`config.mk`:
```
export PLATFORM = sky130hd
export DESIGN_NAME = mmio_uart_tx
export DESIGN_NICKNAME = d
export VERILOG_FILES = /design/src/rtl/mmio_uart_tx_pkg.sv /design/src/rtl/mmio_uart_tx_sync_fifo.sv /design/src/rtl/mmio_uart_tx.sv
export SDC_FILE = /design/constraint.sdc
export NUM_CORES = 1
export LEC_CHECK = 0
export ABC_AREA = 1
export CORE_ASPECT_RATIO = 1.1
export CORE_MARGIN = 10
export CORE_UTILIZATION = 57
export DETAILED_ROUTE_END_ITERATION = 10
export GPL_TIMING_DRIVEN = 0
export HOLD_SLACK_MARGIN = 0.08
export PLACE_DENSITY = 0.85
export SLEW_MARGIN = 5
export SYNTH_ARGS = -nofsm -noshare
export SYNTH_HDL_FRONTEND = slang
export SYNTH_HIERARCHICAL = 1
export SYNTH_SLANG_ARGS = --single-unit
```
`constraint.sdc`:
```
create_clock -name clock -period 5.55 [get_ports clock]
set_input_delay 0.8325 -clock clock [delete_from_list [all_inputs] [get_ports clock]]
set_output_delay 0.8325 -clock clock [all_outputs]
set_load 0.02 [all_outputs]
```
`src/rtl/mmio_uart_tx_pkg.sv`:
```
// mmio_uart_tx_pkg: shared definitions for the memory-mapped UART console.
// Holds the shifter state encoding, the status word layout and the default
// decode addresses so the top level and any software-facing code agree.
package mmio_uart_tx_pkg;

    // Shifter states; the encoding is fixed so it can be observed in waveforms
    // and matched by the firmware-side documentation.
    typedef enum logic [1:0] {
        ST_IDLE  = 2'd0,
        ST_START = 2'd1,
        ST_DATA  = 2'd2,
        ST_STOP  = 2'd3
    } txState_e;

    // Bit positions inside the 32-bit status word.
    localparam int STAT_FULL_BIT  = 0;
    localparam int STAT_EMPTY_BIT = 1;
    localparam int STAT_OVF_BIT   = 2;
    localparam int STAT_BUSY_BIT  = 3;
    localparam int STAT_COUNT_LSB = 8;
    localparam int STAT_COUNT_MSB = 15;

    // Default byte addresses decoded from the MEM-stage address.
    localparam logic [7:0] DEFAULT_TX_ADDR   = 8'hFF;
    localparam logic [7:0] DEFAULT_STAT_ADDR = 8'hFE;

    // Number of data bits per 8N1 frame.
    localparam int FRAME_DATA_BITS = 8;

    // Assemble the status word; every bit not listed here reads as zero.
    function automatic logic [31:0] packStatus(
        input logic       full,
        input logic       empty,
        input logic       ovf,
        input logic       busy,
        input logic [7:0] count
    );
        logic [31:0] word;
        word                                = '0;
        word[STAT_FULL_BIT]                 = full;
        word[STAT_EMPTY_BIT]                = empty;
        word[STAT_OVF_BIT]                  = ovf;
        word[STAT_BUSY_BIT]                 = busy;
        word[STAT_COUNT_MSB:STAT_COUNT_LSB] = count;
        return word;
    endfunction

endpackage

```
`src/rtl/mmio_uart_tx_sync_fifo.sv`:
```
// sync_fifo: single-clock FIFO with a combinational head output.
// DEPTH must be a power of two so the pointers wrap on their own; the
// occupancy counter carries one extra bit so "full" is distinguishable.
module sync_fifo #(
    parameter int WIDTH = 8,
    parameter int DEPTH = 8
) (
    input  logic                     clock,
    input  logic                     clear,
    input  logic                     push,
    input  logic [WIDTH-1:0]         din,
    input  logic                     pop,
    output logic [WIDTH-1:0]         dout,
    output logic                     full,
    output logic                     empty,
    output logic [$clog2(DEPTH):0]   count
);

    localparam int             AW         = $clog2(DEPTH);
    localparam logic [AW:0]    FULL_COUNT = (AW + 1)'(DEPTH);

    logic [WIDTH-1:0] mem_q [DEPTH];
    logic [AW-1:0]    wrPtr_q, wrPtr_d;
    logic [AW-1:0]    rdPtr_q, rdPtr_d;
    logic [AW:0]      count_q, count_d;
    logic             doPush, doPop;

    // Accept a pop only when data is present; a push into a full FIFO is
    // still accepted when a pop frees an entry on the same edge.
    always_comb begin
        doPop   = pop && !empty;
        doPush  = push && (!full || doPop);
        wrPtr_d = wrPtr_q;
        rdPtr_d = rdPtr_q;
        count_d = count_q;
        if (doPush) begin
            wrPtr_d = wrPtr_q + AW'(1);
        end
        if (doPop) begin
            rdPtr_d = rdPtr_q + AW'(1);
        end
        case ({doPush, doPop})
            2'b10:   count_d = count_q + (AW + 1)'(1);
            2'b01:   count_d = count_q - (AW + 1)'(1);
            default: count_d = count_q;
        endcase
    end

    // Pointer and occupancy registers; reset discards any queued data.
    always_ff @(posedge clock or negedge clear) begin
        if (!clear) begin
            wrPtr_q <= '0;
            rdPtr_q <= '0;
            count_q <= '0;
        end else begin
            wrPtr_q <= wrPtr_d;
            rdPtr_q <= rdPtr_d;
            count_q <= count_d;
        end
    end

    // Storage array; contents need no reset because the pointers gate them.
    always_ff @(posedge clock) begin
        if (doPush) begin
            mem_q[wrPtr_q] <= din;
        end
    end

    assign dout  = mem_q[rdPtr_q];
    assign full  = (count_q == FULL_COUNT);
    assign empty = (count_q == '0);
    assign count = count_q;

endmodule

```
`src/rtl/mmio_uart_tx.sv`:
```
// mmio_uart_tx: memory-mapped console responder on the data-memory port.
// Stores to TX_ADDR queue a character; STAT_ADDR reads a status word and a
// write with bit 2 set clears the sticky overflow flag. Queued bytes are
// sent as 8N1 frames on a registered, glitch-free tx line.
// CLKS_PER_BIT must be at least 2; FIFO_DEPTH a power of two in 2..256.
// With FIFO_DEPTH=256 the 8-bit count field wraps to 0 when full; the full
// flag still reports the condition.
module mmio_uart_tx
    import mmio_uart_tx_pkg::*;
#(
    parameter int         CLKS_PER_BIT = 16,
    parameter int         FIFO_DEPTH   = 8,
    parameter logic [7:0] TX_ADDR      = DEFAULT_TX_ADDR,
    parameter logic [7:0] STAT_ADDR    = DEFAULT_STAT_ADDR
) (
    input  logic        clock,
    input  logic        clear,
    input  logic [7:0]  addr,
    input  logic [31:0] din,
    input  logic        wren,
    output logic [31:0] dout,
    output logic        sel,
    output logic        tx,
    output logic        busy
);

    localparam int               CNT_W     = $clog2(CLKS_PER_BIT);
    localparam logic [CNT_W-1:0] BAUD_LAST = CNT_W'(CLKS_PER_BIT - 1);
    localparam int               FIFO_CW   = $clog2(FIFO_DEPTH) + 1;
    localparam logic [2:0]       LAST_BIT  = 3'(FRAME_DATA_BITS - 1);

    txState_e         state_q, state_d;
    logic [CNT_W-1:0] baudCnt_q, baudCnt_d;
    logic [2:0]       bitIdx_q, bitIdx_d;
    logic [7:0]       shreg_q, shreg_d;
    logic             tx_q, tx_d;
    logic             busy_q, busy_d;
    logic             ovf_q, ovf_d;

    logic               pushReq;
    logic               statClear;
    logic               overflow;
    logic               baudTick;
    logic               fifoPop;
    logic               fifoFull;
    logic               fifoEmpty;
    logic [7:0]         fifoHead;
    logic [FIFO_CW-1:0] fifoCount;
    logic               unusedDinBits;

    // Only the low byte and the ovf-clear bit of the store data matter.
    assign unusedDinBits = ^din[31:8];

    sync_fifo #(
        .WIDTH (8),
        .DEPTH (FIFO_DEPTH)
    ) txFifo (
        .clock (clock),
        .clear (clear),
        .push  (pushReq),
        .din   (din[7:0]),
        .pop   (fifoPop),
        .dout  (fifoHead),
        .full  (fifoFull),
        .empty (fifoEmpty),
        .count (fifoCount)
    );

    // Address decode and read mux; reads never change any state.
    always_comb begin
        pushReq   = wren && (addr == TX_ADDR);
        statClear = wren && (addr == STAT_ADDR) && din[STAT_OVF_BIT];
        overflow  = pushReq && fifoFull && !fifoPop;
        sel       = (addr == TX_ADDR) || (addr == STAT_ADDR);
        dout      = '0;
        if (addr == STAT_ADDR) begin
            dout = packStatus(fifoFull, fifoEmpty, ovf_q, busy_q, 8'(fifoCount));
        end
    end

    // Sticky overflow flag; a drop in the same cycle as a clear wins.
    always_comb begin
        ovf_d = ovf_q;
        if (statClear) begin
            ovf_d = 1'b0;
        end
        if (overflow) begin
            ovf_d = 1'b1;
        end
    end

    // Overflow flag register.
    always_ff @(posedge clock or negedge clear) begin
        if (!clear) begin
            ovf_q <= 1'b0;
        end else begin
            ovf_q <= ovf_d;
        end
    end

    assign baudTick = (baudCnt_q == BAUD_LAST);

    // Shifter next-state logic: IDLE launches a frame as soon as data is
    // queued, every other state advances on the baud tick, and STOP chains
    // straight into the next START when more data is waiting. The line and
    // busy values are derived from the next state so both come out of flops.
    always_comb begin
        state_d   = state_q;
        baudCnt_d = baudTick ? '0 : baudCnt_q + CNT_W'(1);
        bitIdx_d  = bitIdx_q;
        shreg_d   = shreg_q;
        fifoPop   = 1'b0;
        case (state_q)
            ST_IDLE: begin
                baudCnt_d = '0;
                if (!fifoEmpty) begin
                    fifoPop = 1'b1;
                    shreg_d = fifoHead;
                    state_d = ST_START;
                end
            end
            ST_START: begin
                if (baudTick) begin
                    bitIdx_d = '0;
                    state_d  = ST_DATA;
                end
            end
            ST_DATA: begin
                if (baudTick) begin
                    shreg_d  = {1'b0, shreg_q[7:1]};
                    bitIdx_d = bitIdx_q + 3'd1;
                    if (bitIdx_q == LAST_BIT) begin
                        state_d = ST_STOP;
                    end
                end
            end
            ST_STOP: begin
                if (baudTick) begin
                    if (!fifoEmpty) begin
                        fifoPop = 1'b1;
                        shreg_d = fifoHead;
                        state_d = ST_START;
                    end else begin
                        state_d = ST_IDLE;
                    end
                end
            end
            default: begin
                state_d = ST_IDLE;
            end
        endcase

        case (state_d)
            ST_START: tx_d = 1'b0;
            ST_DATA:  tx_d = shreg_d[0];
            default:  tx_d = 1'b1;
        endcase
        busy_d = (state_d != ST_IDLE);
    end

    // Shifter registers; reset aborts any frame and forces the line idle.
    always_ff @(posedge clock or negedge clear) begin
        if (!clear) begin
            state_q   <= ST_IDLE;
            baudCnt_q <= '0;
            bitIdx_q  <= '0;
            shreg_q   <= '0;
            tx_q      <= 1'b1;
            busy_q    <= 1'b0;
        end else begin
            state_q   <= state_d;
            baudCnt_q <= baudCnt_d;
            bitIdx_q  <= bitIdx_d;
            shreg_q   <= shreg_d;
            tx_q      <= tx_d;
            busy_q    <= busy_d;
        end
    end

    assign tx   = tx_q;
    assign busy = busy_q;

endmodule

```
==> metrics.md <==
| Metric | Value |
|---|---|
| Antenna diodes | 0 |
| H-tree level count | 3 |
| Min-delay src | baudCnt_q[0]$_DFF_PN0_ |
| Max Fanout on Critical Path | 8 |
| Top layer reached by signal wires | met4 |
| Port buffer count | 29 |
| Die Ht | 114 um |
| Final Hold Fails | 0 |
| First-pass GRT wire length | 15500 um |
| Min Hold Slack | 472 ps |
| Number of global-route vias before repair | 3262 |
| Leakage power | 2.30 nW |
| Min Clock Period, post-route | 3600 ps |
| Clock skew | 8.05 ps |
| Reg2reg start | txFifo/count[0]$_DFFE_PN0P_ |
| Worst path slowest cell | clkdlybuf4s50_1 |
| Cts repair resizes | 0 |
| Max Slew Vio Count | 0 |
| CTS sink count | 94 |
| Routed Antenna Nets | 0 |
| Clk root buf | clkbuf_8 |
| Core Region | 0.00791 mm2 |
| Worst-skew pair later-pin latency | 370 ps |
| Final period utilization | 64.9% |
| Remaining global-route overflow | 0 |
| Setup TNS | 0 ps |
| Routed wire length | 9670 um |
| Pwr per Cell Area | 252 mW/mm2 |
| WP data required | 4720 ps |
| Worst path most repeated cell | nor2_1 |
| Post-CTS setup buffer count | 0 |
| WL met2 | 4920 um |
| Clock Path Buffers | 2 |
| Slew HR | 17.1% |
| Met1 wire length | 3970 um |
| Area Growth Syn to Fin | 16.0% |
| Syn. warnings | 6 |
| Netlist cell types | 35 |
| Start point of the critical path | addr[2] |
| Max-cap violations | 0 |
| # setup viols final | 0 |
| Syn Area/Cell | 10.0 um2 |
| Filler Cell Count | 582 |
| Peak supply drop | 0.194 mV |
| Share of cells above drive strength 1 | 14.0% |
| Worst-margin pin slew | 1230 ps |
| CTS tree | yes |
| Critical Path Start Type | input pin |
| Placed Instances | 621 |
| Slowest stage delay, CP | 620 ps |
| Crit path DAT | 2770 ps |
| Layout Nets | 580 |
| Worst setup EP type | output port |
| Drt pass-1 iters | 5 |
| Initial drt markers | 211 |
| FF+latch count, synth | 94 |
| Post-DR wirelength/cell | 15.2 um |
| Met3 wire len | 621 um |
| Worst-path cell chain | clkdlybuf4s50_1 > nand2_1 > nor2_1 > nand4_1 > nor2_1 > inv_1 > nor2_1 > clkdlybuf4s50_1 |
| Die area | 0.0121 mm2 |
| Total Routing Usage GR | 15.9% |
| Rows | 34 |
| Final Non-Filler Cells | 637 |
| Routed via count | 3345 |
| Netlist Area Pre-Place | 0.00462 mm2 |
| Reg clk slew, reported paths | 90 ps |
| Num CTS Buffers | 9 |
| Largest net degree at the start of global routing | 31 |
| Ports | 78 |
| Hold buffers post-CTS | 0 |
| RSZ-0062 raised after global routing | false |
| Cell count after synthesis | 461 |
| Setup CP Type | input pin to output port |
| Max Clock Freq | 277 MHz |
| Routability cong. | 0.874 |
| Initial Util | 58.4% |
| Register area share after synthesis | 57.9% |
| Chip Width | 106 um |
| HP Class | flip-flop to flip-flop |
| Initial antenna violation count | 0 |
| DR vias/cell | 5.25 |
| # DRC | 0 |
| Final HPWL DP | 6880 um |
| Status | complete, no violations |
## metrics by stage
step / worst slack, ps / area (um2) / power [mW] / util [%]
2_1_floorplan: 2890 / 4710 / 0.825 / -
3_3_place_gp: 1860 / 5130 / 0.851 / 64.9
3_5_place_dp: 1790 / 5130 / 0.854 / 64.8
4_1_cts: 1930 / 5360 / 1.35 / 67.7
5_1_grt: 1720 / 5360 / 1.40 / 67.8
6_report: 1950 / 5360 / 1.35 / 67.8
## where the power goes
group | internal [mW] | switching, mW | leakage, nW
combinational | 0.0322 | 0.0457 | 1.25
clock | 0.261 | 0.246 | 0.115
sequential | 0.755 | 0.00828 | 0.933
## synth_stat cells
cell,number,area share (%)
nand2_4,3,0.73
nor3_1,4,0.43
inv_2,2,0.16
inv_1,44,3.6
xor2_1,5,0.95
dfrtp_1,29,16
nand3_1,18,1.9
xnor2_1,1,0.19
clkbuf_1,1,0.081
buf_2,8,0.87
nor2_8,1,0.43
nand2_1,84,6.8
ha_1,12,3.2
nand3_2,4,0.87
o22ai_1,14,1.9
mux2_2,1,0.24
dfstp_2,1,0.57
conb_1,1,0.081
a21oi_1,5,0.54
nand4_1,3,0.41
o21ai_0,33,3.6
clkinv_1,1,0.081
mux2i_1,8,1.7
edfxtp_1,64,42
buf_6,1,0.24
inv_6,1,0.19
nor2_2,1,0.14
o21ai_1,19,2.1
or2_2,1,0.14
nor2_1,57,4.6
buf_4,25,4.1
o21ai_4,1,0.35
fa_1,1,0.43
nor2_4,1,0.24
nand2_2,6,0.81
## flip-flops by register name, summed over array words and instances (netlist names)
register and count:
txFifo/mem_q 64, txFifo/count 4, tx 1, shreg_q 8
busy 1, state_q 2, txFifo/wrPtr_q 3, bitIdx_q 3
ovf_q 1, txFifo/rdPtr_q 3, baudCnt_q 4
## worst paths after layout
| kind | endpoint | slack (ps) | depth (start not counted) |
|---|---|---|---|
| max | dout[2] | 1950 | 8 |
| min | baudCnt_q[0]$_DFF_PN0_ | 470 | 1 |
| max reg2reg | txFifo/mem_q[5][6]$_DFFE_PP_ | 2450 | 12 |
| min reg2reg | baudCnt_q[0]$_DFF_PN0_ | 470 | 1 |
| max in group asynchronous | state_q[0]$_DFF_PN0_ | 4610 | 1 |
| min in group asynchronous | baudCnt_q[0]$_DFF_PN0_ | 500 | 1 |
## metal layers
metal,track usage (%),vias to the layer above
met5,0,-
met4,5.87,0
met2,28.3,130
li1,-,1617
met1,17.7,1581
met3,4.50,17
## cell type report
| class | count | area [um2] | share of cell area (%) |
|---|---|---|---|
| Tap cell | 108 | 135 | 2.52 |
| Sequential cell | 94 | 2670 | 49.9 |
| Inverter | 48 | 185 | 3.45 |
| Timing Repair Buffer | 29 | 285 | 5.32 |
| Multi-Input combinational cell | 307 | 1610 | 30.1 |
| Clock inverter | 7 | 104 | 1.94 |
| Clock buffer | 9 | 124 | 2.31 |
| Buffer | 35 | 243 | 4.53 |
## logic make-up after synthesis
| family | after synthesis | synth area share, % |
|---|---|---|
| fa+ha+maj | 13 | 3.68 |
| simple gates | 183 | 17.6 |
| mux | 9 | 1.98 |
| xor+xnor | 6 | 1.14 |
| flops | 94 | 57.9 |
| compound gates | 72 | 8.42 |
| buf+inv | 83 | 9.26 |
| other cells | 1 | 0.0811 |
## placed cells by master (no fill, tap or decap), types with 2 or more instances in the layout
cell,n
inv_2,2
inv_1,44
o21ai_0,33
nand3_2,4
o22ai_1,14
edfxtp_1,64
ha_1,12
nor3_1,3
o21ai_1,19
mux2i_1,8
buf_4,25
nand4_1,3
clkinv_1,2
a21oi_1,5
nand3_1,18
nand2_2,6
nor2_1,57
inv_6,2
clkbuf_8,9
nand2_1,84
dfrtp_1,29
inv_8,2
xor2_1,5
conb_1,24
nand2_4,3
clkdlybuf4s50_1,28
buf_2,9
bufinv_16,2
## worst max-delay path, delay by kind of cell
kind	cells	cell delay, ps
buffers and inverters	3	1230
AND/OR/NAND/NOR	5	700
Note: power is estimated with default switching activity, not from simulation.
